## src/rtl/sfifo_cmd_sched.sv

```systemverilog
// ---------------------------------------------------------------------------
// sfifo_cmd_sched
//
// Command sequencer for the sync-FIFO datapath. It pops 16-bit command words
// from a show-ahead SFIFO and executes them in order:
//   cmd[15:14] = 00  NOP
//              = 01  DOUT     : dout_o[cmd[2:0]] <= cmd[13]
//              = 10  WAIT_BP  : wait for cmd[7:0] base-period ticks
//              = 11  WAIT_DIN : wait until din[cmd[3:0]] == cmd[12], or timeout
//
// Ports:
//   wb_clk_i         clock, all logic on posedge
//   wb_rst_ni        asynchronous active-low reset
//   enable_i         1 = fetch/execute, 0 = stop fetching and abort waits
//   clr_i            single-cycle pulse clearing timeout_o
//   sfifo_rd_o       pop strobe, one cycle per command
//   sfifo_empty_i    SFIFO empty flag
//   sfifo_di         head-of-FIFO word (show-ahead)
//   sfifo_bp_tick_i  base-period tick level from a slower domain
//   din_i            asynchronous digital inputs
//   dout_o           digital outputs
//   busy_o           high whenever the sequencer is not idle
//   timeout_o        sticky WAIT_DIN timeout flag
//   cmd_cnt_o        executed-command count, wraps
// ---------------------------------------------------------------------------
module sfifo_cmd_sched #(
    parameter int SFIFO_DW = 16,
    parameter int TIMEOUT  = 1000,
    parameter int TO_W     = 16,
    parameter int CNT_W    = 16
) (
    input  logic                wb_clk_i,
    input  logic                wb_rst_ni,
    input  logic                enable_i,
    input  logic                clr_i,
    output logic                sfifo_rd_o,
    input  logic                sfifo_empty_i,
    input  logic [SFIFO_DW-1:0] sfifo_di,
    input  logic                sfifo_bp_tick_i,
    input  logic [15:0]         din_i,
    output logic [7:0]          dout_o,
    output logic                busy_o,
    output logic                timeout_o,
    output logic [CNT_W-1:0]    cmd_cnt_o
);

    typedef enum logic [1:0] {
        IDLE     = 2'd0,
        DECODE   = 2'd1,
        WAIT_BP  = 2'd2,
        WAIT_DIN = 2'd3
    } state_t;

    localparam logic [1:0] OP_NOP  = 2'b00;
    localparam logic [1:0] OP_DOUT = 2'b01;
    localparam logic [1:0] OP_WBP  = 2'b10;
    localparam logic [1:0] OP_WDIN = 2'b11;

    localparam logic [TO_W-1:0] TO_LAST = TO_W'(TIMEOUT - 1);

    state_t             state_reg,   state_next;
    logic [15:0]        cmd_reg,     cmd_next;
    logic               rd_reg,      rd_next;
    logic [7:0]         dout_reg,    dout_next;
    logic               timeout_reg, timeout_next;
    logic [CNT_W-1:0]   cnt_reg,     cnt_next;
    logic [7:0]         bp_cnt_reg,  bp_cnt_next;
    logic [TO_W-1:0]    to_cnt_reg,  to_cnt_next;

    logic               bp_sync_reg;
    logic               bp_prev_reg;
    logic               bp_pulse;
    logic [15:0]        din_meta_reg;
    logic [15:0]        din_sync_reg;

    logic               done;       // current command finished, bump counter
    logic               dout_we;    // apply the DOUT action this edge
    logic               to_set;     // WAIT_DIN expired without a match

    // Command fields
    logic [1:0]         op;
    logic [2:0]         pin;
    logic               pin_val;
    logic [7:0]         bp_n;
    logic               din_level;
    logic [3:0]         din_idx;
    logic               unused_cmd_bits;

    assign op        = cmd_reg[15:14];
    assign pin_val   = cmd_reg[13];
    assign din_level = cmd_reg[12];
    assign bp_n      = cmd_reg[7:0];
    assign din_idx   = cmd_reg[3:0];
    assign pin       = cmd_reg[2:0];
    assign unused_cmd_bits = ^cmd_reg[11:8];

    // Base-period tick: single synchroniser flop, then rising-edge detect.
    assign bp_pulse = bp_sync_reg & ~bp_prev_reg;

    always_ff @(posedge wb_clk_i or negedge wb_rst_ni) begin
        if (!wb_rst_ni) begin
            bp_sync_reg <= 1'b0;
            bp_prev_reg <= 1'b0;
        end else begin
            bp_sync_reg <= sfifo_bp_tick_i;
            bp_prev_reg <= bp_sync_reg;
        end
    end

    // Two-flop synchroniser per DIN bit.
    generate
        for (genvar gi = 0; gi < 16; gi++) begin : g_din_sync
            always_ff @(posedge wb_clk_i or negedge wb_rst_ni) begin
                if (!wb_rst_ni) begin
                    din_meta_reg[gi] <= 1'b0;
                    din_sync_reg[gi] <= 1'b0;
                end else begin
                    din_meta_reg[gi] <= din_i[gi];
                    din_sync_reg[gi] <= din_meta_reg[gi];
                end
            end
        end
    endgenerate

    // Per-pin output update; untouched pins always hold.
    generate
        for (genvar gi = 0; gi < 8; gi++) begin : g_dout
            assign dout_next[gi] = (dout_we && (pin == 3'(gi))) ? pin_val : dout_reg[gi];
        end
    endgenerate

    always_ff @(posedge wb_clk_i or negedge wb_rst_ni) begin
        if (!wb_rst_ni) begin
            state_reg   <= IDLE;
            cmd_reg     <= 16'h0000;
            rd_reg      <= 1'b0;
            dout_reg    <= 8'h00;
            timeout_reg <= 1'b0;
            cnt_reg     <= '0;
            bp_cnt_reg  <= 8'h00;
            to_cnt_reg  <= '0;
        end else begin
            state_reg   <= state_next;
            cmd_reg     <= cmd_next;
            rd_reg      <= rd_next;
            dout_reg    <= dout_next;
            timeout_reg <= timeout_next;
            cnt_reg     <= cnt_next;
            bp_cnt_reg  <= bp_cnt_next;
            to_cnt_reg  <= to_cnt_next;
        end
    end

    always_comb begin
        state_next  = state_reg;
        cmd_next    = cmd_reg;
        rd_next     = 1'b0;
        bp_cnt_next = bp_cnt_reg;
        to_cnt_next = to_cnt_reg;
        done        = 1'b0;
        dout_we     = 1'b0;
        to_set      = 1'b0;

        case (state_reg)
            IDLE: begin
                // rd_reg guard keeps a stale head word from being popped twice.
                if (enable_i && !sfifo_empty_i && !rd_reg) begin
                    cmd_next   = sfifo_di[15:0];
                    rd_next    = 1'b1;
                    state_next = DECODE;
                end
            end

            DECODE: begin
                // A latched command always completes, even if enable_i dropped.
                case (op)
                    OP_NOP: begin
                        done = 1'b1;
                    end
                    OP_DOUT: begin
                        dout_we = 1'b1;
                        done    = 1'b1;
                    end
                    OP_WBP: begin
                        if (bp_n == 8'h00) begin
                            done = 1'b1;
                        end else begin
                            bp_cnt_next = bp_n;
                            state_next  = WAIT_BP;
                        end
                    end
                    OP_WDIN: begin
                        to_cnt_next = '0;
                        state_next  = WAIT_DIN;
                    end
                    default: begin
                        done = 1'b1;
                    end
                endcase
            end

            WAIT_BP: begin
                if (!enable_i) begin
                    state_next = IDLE;
                end else if (bp_pulse) begin
                    if (bp_cnt_reg == 8'h01) begin
                        done = 1'b1;
                    end else begin
                        bp_cnt_next = bp_cnt_reg - 8'h01;
                    end
                end
            end

            WAIT_DIN: begin
                // A match is tested before the timeout so it wins a tie.
                if (!enable_i) begin
                    state_next = IDLE;
                end else if (din_sync_reg[din_idx] == din_level) begin
                    done = 1'b1;
                end else if (to_cnt_reg == TO_LAST) begin
                    to_set = 1'b1;
                    done   = 1'b1;
                end else begin
                    to_cnt_next = to_cnt_reg + 1'b1;
                end
            end

            default: begin
                state_next = IDLE;
            end
        endcase

        if (done) begin
            state_next = IDLE;
        end
    end

    assign cnt_next = done ? cnt_reg + 1'b1 : cnt_reg;

    // Setting the flag takes priority over a coincident clear.
    assign timeout_next = to_set ? 1'b1 : (clr_i ? 1'b0 : timeout_reg);

    assign sfifo_rd_o = rd_reg;
    assign dout_o     = dout_reg;
    assign busy_o     = (state_reg != IDLE);
    assign timeout_o  = timeout_reg;
    assign cmd_cnt_o  = cnt_reg;

endmodule

```

## config.mk

```make
export PLATFORM = sky130hd
export DESIGN_NAME = sfifo_cmd_sched
export DESIGN_NICKNAME = d
export VERILOG_FILES = /design/src/rtl/sfifo_cmd_sched.sv
export SDC_FILE = /design/constraint.sdc
export NUM_CORES = 1
export LEC_CHECK = 0
export ABC_AREA = 1
export BUFFER_PORTS_ARGS = -buffer_cell sky130_fd_sc_hd__buf_4
export CAP_MARGIN = 20
export CORE_UTILIZATION = 57
export CTS_BUF_LIST = sky130_fd_sc_hd__clkbuf_8 sky130_fd_sc_hd__clkbuf_16
export DETAILED_ROUTE_END_ITERATION = 8
export GPL_ROUTABILITY_DRIVEN = 1
export HOLD_SLACK_MARGIN = 0.02
export PLACE_DENSITY = 0.79
export SLEW_MARGIN = 20
export SYNTH_ARGS = -nofsm -noshare
export SYNTH_HDL_FRONTEND = slang
export SYNTH_SLANG_ARGS = --single-unit
```

## constraint.sdc

```tcl
create_clock -name wb_clk_i -period 2.1 [get_ports wb_clk_i]
set_input_delay 0.42 -clock wb_clk_i [delete_from_list [all_inputs] [get_ports wb_clk_i]]
set_output_delay 0.42 -clock wb_clk_i [all_outputs]
set_load 0.03 [all_outputs]
```

==> summary.md, run 1 <==
| Metric | Value |
|---|---|
| Internal power | `3620 µW` |
| Setup Viol. Count Final | `0` |
| Final Hold Fails | `0` |
| Cts bufs inserted | `9` |
| Post-synthesis sequential area ratio | `53.7%` |
| R2R depth | `14` |
| CTS tree | `built` |
| Max IR drop VDD | `853 µV` |
| Max_slew headroom | `65.6%` |
| Critical path capture point type | `flip-flop` |
| Synth warnings | `0` |
| Placement Setup Slack | `0.124 ns` |
| Cell Count, Final, Fillers Out | `718` |
| Final TNS setup | `0 ns` |
| Post-DR vias/cell | `5.31` |
| Main synth FF type | `dfrtp_1` |
| Antenna Diode Count | `0` |
| Reg-to-Reg End | `cmd_cnt_o[2]` |
| Number of enable flip-flop cells after synthesis | `0` |
| CTS Root Buffer Type | `clkbuf_8` |
| Asr flop ratio synth | `100%` |
| Synth top area share | `53.7%` |
| Gr busiest metal | `met2` |
| Switching Fraction | `40.6%` |
| Met2 Track Usage GR | `40.7%` |
| Leading cell types by count after synthesis | `nand2_1 (154), dfrtp_1 (98), inv_1 (55), nand3_1 (48), nor2_1 (47)` |
| Area leader, netlist | `dfrtp_1` |
| H-tree depth | `3` |
| Hold WC Path Type | `in2async` |
| Arr. time, crit path | `2.12 ns` |
| Area contributors post-synth | `dfrtp_1 (54%), nand2_1 (13%), nand3_1 (5.3%)` |
| Critical-path maximum fanout | `32` |
| Rows | `32` |
| Power per Cell Area | `1130 nW/µm²` |
| Netlist Area Pre-Place | `4570 µm²` |
| Routed Antenna Nets | `0` |
| Dpl cell area | `5170 µm²` |
| Post-Place Cells | `701` |
| Final Cell Area | `5400 µm²` |
| Detail Placement HPWL | `6580 µm` |
| WHS | `0.0139 ns` |
| DIE AREA | `8370 µm²` |
| GR Util met1 | `31.8%` |
| Routing usage on met3 | `4.77%` |
| Initial antenna violation count | `0` |
| Worst Skew | `0.0192 ns` |
| # clock sinks | `98` |
| P&R area growth vs syn | `18.4%` |
| Final worst path period share | `88.9%` |
| DRT Pass-1 Iters | `5` |
| Max-cap violations | `0` |
| Status | `complete, no violations` |
| Largest net degree at the start of global routing | `43` |
| Placer's final routability congestion estimate | `0.914` |
| First-pass GRT wire length | `16300 µm` |
| Core area | `7730 µm²` |
| Reg2reg start | `cmd_reg[0]` |
| Initial DRC count | `208` |
| Most frequent cell after synthesis | `nand2_1` |
| Total number of vias | `3809` |
| Post-route setup slack | `0.232 ns` |
| R2r setup slk | `0.23 ns` |
| Clock transition at path regs | `0.11 ns` |
| Die height | `91.5 µm` |
| Vias in the first global route | `3759` |
| Sw Pwr | `2470 µW` |
| RSZ-0062 raised after global routing | `no` |
| Cts hold-fix bufs | `0` |
| Startpoint Class | `flip-flop` |
| Gr ovfl total | `0` |
| Nets@finish | `653` |
| Pleak | `0.00256 µW` |
| Final min period | `1.87 ns` |
| Clock power share | `21.3%` |
| Routed Wire Length | `9310 µm` |
| Layout cells sized above 1 | `15.6%` |
| Reg power frac | `41.9%` |
| Syn_nets | `583` |
| Initial Utilization | `59.1%` |
| Worst Max-Slew Pin Slew | `0.516 ns` |
| Clock Latency Late Sink | `0.37 ns` |
| Mean Syn Cell Area | `8.44 µm²` |
| Buffers on Ports | `60` |
| Clk buf depth | `2` |
| Synthesized instance count | `541` |
| Synth unique cells | `31` |
| WL per Instance | `13.0 µm` |
| Combinational power share | `36.8%` |
| Die W | `91.5 µm` |
| Flops & latches, synth | `98` |
| Slew Viols, Final | `0` |
| Crit Path Class | `reg2reg` |
| CP required | `2.35 ns` |
| F_max | `0.535 GHz` |
| Global-route usage over all layers | `24.5%` |
| I/O pin count | `65` |
| DRC Markers | `0` |
final cells by class:
| class | instances | area [µm²] |
|---|---|---|
| fillers | 597 | 2320 |
| repair buffers | 72 | 566 |
| flip-flops and latches | 98 | 2450 |
| clock buffers | 9 | 124 |
| well taps | 102 | 128 |
| multi-input cells | 373 | 1820 |
| inverters | 57 | 216 |
| clock inverters | 7 | 93.8 |
metrics by stage:
step,power [µW],utilization (%)
after global routing,6520,69.9
after floorplan,4090,-
final,6090,69.9
after CTS,6070,69.7
after global placement,4680,66.9
after detailed placement,4760,66.9
how the worst max path moves through the flow:
stage,startpoint,to,slack [ns],cells past startpoint
6_report,cmd_reg[0],cmd_cnt_o[2],0.23,14
5_1_grt,cmd_reg[0],cmd_cnt_o[10],0.03,14
4_1_cts,cmd_reg[0],to_cnt_reg[5],0.08,12
3_5_place_dp,cmd_reg[0],to_cnt_reg[5],0.12,12
3_3_place_gp,cmd_reg[0],to_cnt_reg[1],0.21,12
2_1_floorplan,cmd_cnt_o[0],cmd_cnt_o[15],0.41,8
layout by cell type (no fill, tap or decap):
cell and n:
a22oi_1 1, xnor2_1 3, clkinv_8 1, inv_4 1, nor3b_1 1, nor3_2 2, dfrtp_1 97, nand3_1 48
inv_2 1, buf_12 2, nor2_1 47, bufinv_16 1, xor2_1 21, a31oi_1 5, nand4_1 6, nand3_4 1
clkbuf_8 9, inv_8 2, nand3b_1 2, nand2_1 154, a21oi_1 12, and2_4 1, inv_1 55, buf_4 70
nand2_8 1, o21ai_0 30, o21ai_1 11, clkinv_4 1, nor3_1 13, o211ai_1 1, ha_1 4, mux2i_1 1
inv_6 1, o32ai_1 1, clkinvlp_4 1, nor4_1 6, dfrtp_2 1, o311ai_0 1
power by group through the flow:
stage | clock (µW) | sequential, µW | combinational (µW)
5_1_grt | 1400 | 2590 | 2520
3_3_place_gp | 0 | 2560 | 2120
6_report | 1300 | 2550 | 2240
2_1_floorplan | 0 | 2690 | 1400
4_1_cts | 1320 | 2540 | 2210
3_5_place_dp | 0 | 2580 | 2190
metal layers:
| layer | vias up | share of wire (%) |
|---|---|---|
| met2 | 106 | 49 |
| met1 | 1799 | 45 |
| met3 | 18 | 4.8 |
| li1 | 1886 | - |
| met4 | 0 | 1.7 |
| met5 | - | 0 |
logic make-up after synthesis:
| family | Yosys count | synth area share, % |
|---|---|---|
| mux | 1 | 0.219 |
| simple gates | 282 | 26.6 |
| flops | 98 | 53.7 |
| compound gates | 62 | 7.21 |
| xor+xnor | 24 | 4.60 |
| fa+ha+maj | 4 | 1.10 |
| buf+inv | 70 | 6.55 |
repair_timing:
item / in CTS / in global routing
endpoints found under the setup margin: 0 / 32
buffers inserted: 0 / 1
gates resized for setup: 0 / 3
critical path, cell delays in order (launching register included):
cell     delay [ns]
dfrtp_2        0.47
buf_4          0.18
nand2_1        0.05
nand2_1        0.06
nand2_1        0.06
nand3_1        0.07
nand3_1        0.11
nand3_1        0.12
nand3_1        0.10
nand2_1        0.06
nand2_1        0.11
buf_12         0.18
nand2_1        0.07
nand2_1        0.06
nand2_1        0.05
No activity file was read; power rests on OpenSTA's default activity.
==> run 2: changes to the inputs <==
--- a/config.mk
+++ b/config.mk
@@ -14,6 +14,7 @@
 export GPL_ROUTABILITY_DRIVEN = 1
 export HOLD_SLACK_MARGIN = 0.02
 export PLACE_DENSITY = 0.79
+export REMOVE_ABC_BUFFERS = 1
 export SLEW_MARGIN = 20
 export SYNTH_ARGS = -nofsm -noshare
 export SYNTH_HDL_FRONTEND = slang
==> run 2 against run 1 <==
  * Via count fell by 2.3%
  * Power shrank 2.5%
  * Worst hold slack improved by 0.0065 ns
  * Sequential share of layout area increased by 0.18 points
  * Clock power down 8%
  * Register-to-register slack got worse by 0.03 ns
  * Worst setup slack got worse by 0.034 ns
  * First-iteration DRC count is 13% lower
  * Sequential power is essentially flat
  * Largest power group unchanged
==> summary.md, run 2 (synthesis gave the netlist of run 1 again) <==
| Metric | Value |
|---|---|
| Status | `complete, no violations` |
| RSZ-0062 raised after global routing | `no` |
| Max_slew headroom | `65.0%` |
| Register area | `2450 µm²` |
| Die height | `91.5 µm` |
| Routed Antenna Nets | `0` |
| Worst Skew | `0.0113 ns` |
| Fin util | `69.7%` |
| I/O pin count | `65` |
| R2R depth | `11` |
| DRC Markers | `0` |
| Initial antenna violation count | `0` |
| Core area | `7730 µm²` |
| Power per Cell Area | `1100 nW/µm²` |
| Routing usage on met3 | `4.69%` |
| Final TNS setup | `0 ns` |
| Post-DR vias/cell | `5.19` |
| Placer's final routability congestion estimate | `0.892` |
| Total number of vias | `3721` |
| Final min period | `1.90 ns` |
| # clock sinks | `98` |
| Slowest CP cell | `dfrtp_1` |
| Rows | `32` |
| Clk buf depth | `2` |
| Nets@finish | `652` |
| Buffers on Ports | `60` |
| F_max | `0.526 GHz` |
| Final worst path period share | `90.6%` |
| Clock transition at path regs | `0.10 ns` |
| R2r setup slk | `0.20 ns` |
| Cts hold-fix bufs | `0` |
| Area of the multi-input gates | `1820 µm²` |
| Worst Max-Slew Pin Slew | `0.526 ns` |
| Global-route usage over all layers | `23.4%` |
| Crit-path max cell delay | `0.45 ns` |
| Slew Viols, Final | `0` |
| Final Hold Fails | `0` |
| CP required | `2.36 ns` |
| Critical path capture point type | `flip-flop` |
| H-tree depth | `3` |
| Crit Path Class | `reg2reg` |
| CTS Root Buffer Type | `clkbuf_8` |
| Most frequent cells in the layout | `nand2_1 (154), dfrtp_1 (96), buf_4 (69)` |
| Clock Latency Late Sink | `0.36 ns` |
| Layout cells sized above 1 | `15.6%` |
| Vias in the first global route | `3457` |
| Met2 Track Usage GR | `40.4%` |
| Gr busiest metal | `met2` |
| Critical-path maximum fanout | `32` |
| DRT Pass-1 Iters | `7` |
| Most common cell after layout, fill and taps aside | `nand2_1` |
| Antenna Diode Count | `0` |
| P&R area growth vs syn | `18.0%` |
| Largest net degree at the start of global routing | `42` |
| Pleak | `0.00255 µW` |
| Detail Placement HPWL | `6550 µm` |
| Arr. time, crit path | `2.17 ns` |
| Crit-path cells | `ha_1, nand4_1, nor2_1, nor2_1, nand3_1, nand2_1, nand2_1, buf_12, nand3_1, nand2_1, nand2_1` |
| GR Util met1 | `29.5%` |
| Die W | `91.5 µm` |
| Max-cap violations | `0` |
| Cts bufs inserted | `9` |
| WL per Instance | `12.9 µm` |
| First-pass GRT wire length | `15500 µm` |
| Initial DRC count | `180` |
| Hold WC Path Type | `in2async` |
| Setup Viol. Count Final | `0` |
| Gr ovfl total | `0` |
| DIE AREA | `8370 µm²` |
| CTS tree | `built` |
| Routed Wire Length | `9280 µm` |
| Initial Utilization | `59.1%` |
| Fillers | `608` |
| Startpoint Class | `flip-flop` |
| Max IR drop VDD | `831 µV` |
| Most used cell, CP | `nand2_1` |
==> run 2: metal layers <==
metal,vias to the layer above,wire [µm]
li1,1876,-
met3,16,384
met5,-,0
met4,0,119
met2,106,4690
met1,1723,4080
==> run 2: stage by stage <==
stage	std cells	power (µW)	area, µm²	setup slack, ns	hold WS [ns]
6_report	717	5940	5390	0.198	0.0204
5_1_grt	717	6350	5390	0.0115	0.0388
4_1_cts	716	5930	5360	0.114	0.0257
3_5_place_dp	700	4720	5160	0.155	0.335
3_3_place_gp	700	4650	5160	0.209	0.334
2_1_floorplan	528	3960	4480	0.0304	0.124
==> run 2: cell type report <==
type,instances,share of cell area (%)
multi-input combinational,373,33.9
tap,102,2.37
timing repair buffer,71,10.4
inverter,57,4.02
clock buffer,9,2.30
sequential,98,45.6
clock inverter,7,1.51
==> run 2: power breakdown <==
group          total, µW  internal (µW)  switching [µW]  leakage [µW]
combinational       2190            772            1410       0.00121
clock               1190            475             715      0.000103
sequential          2560           2250             316       0.00123
==> run 2: worst paths after layout <==
kind / from / endpoint
setup / recovery: to_cnt_reg[0] / cmd_cnt_o[10]
hold / removal: wb_rst_ni / bp_cnt_reg[2]
setup reg to reg: to_cnt_reg[0] / cmd_cnt_o[10]
hold reg to reg: din_meta_reg[15] / din_sync_reg[15]
max in group asynchronous: wb_rst_ni / to_cnt_reg[13]
min in group wb_clk_i: din_i[8] / din_meta_reg[8]
==> run 2: critical path: cells and delay by family, from the launching register on <==
kind / cells / cell delay (ns)
buffers and inverters: 1 / 0.18
flip-flops: 1 / 0.45
adder cells (fa/ha/maj): 1 / 0.29
AND/OR/NAND/NOR: 9 / 0.87
==> run 2: what timing repair did <==
| action | in CTS | in global routing |
|---|---|---|
| setup buffers | 0 | 1 |
| endpoints found under the setup margin | 0 | 25 |
| resized for setup | 0 | 4 |
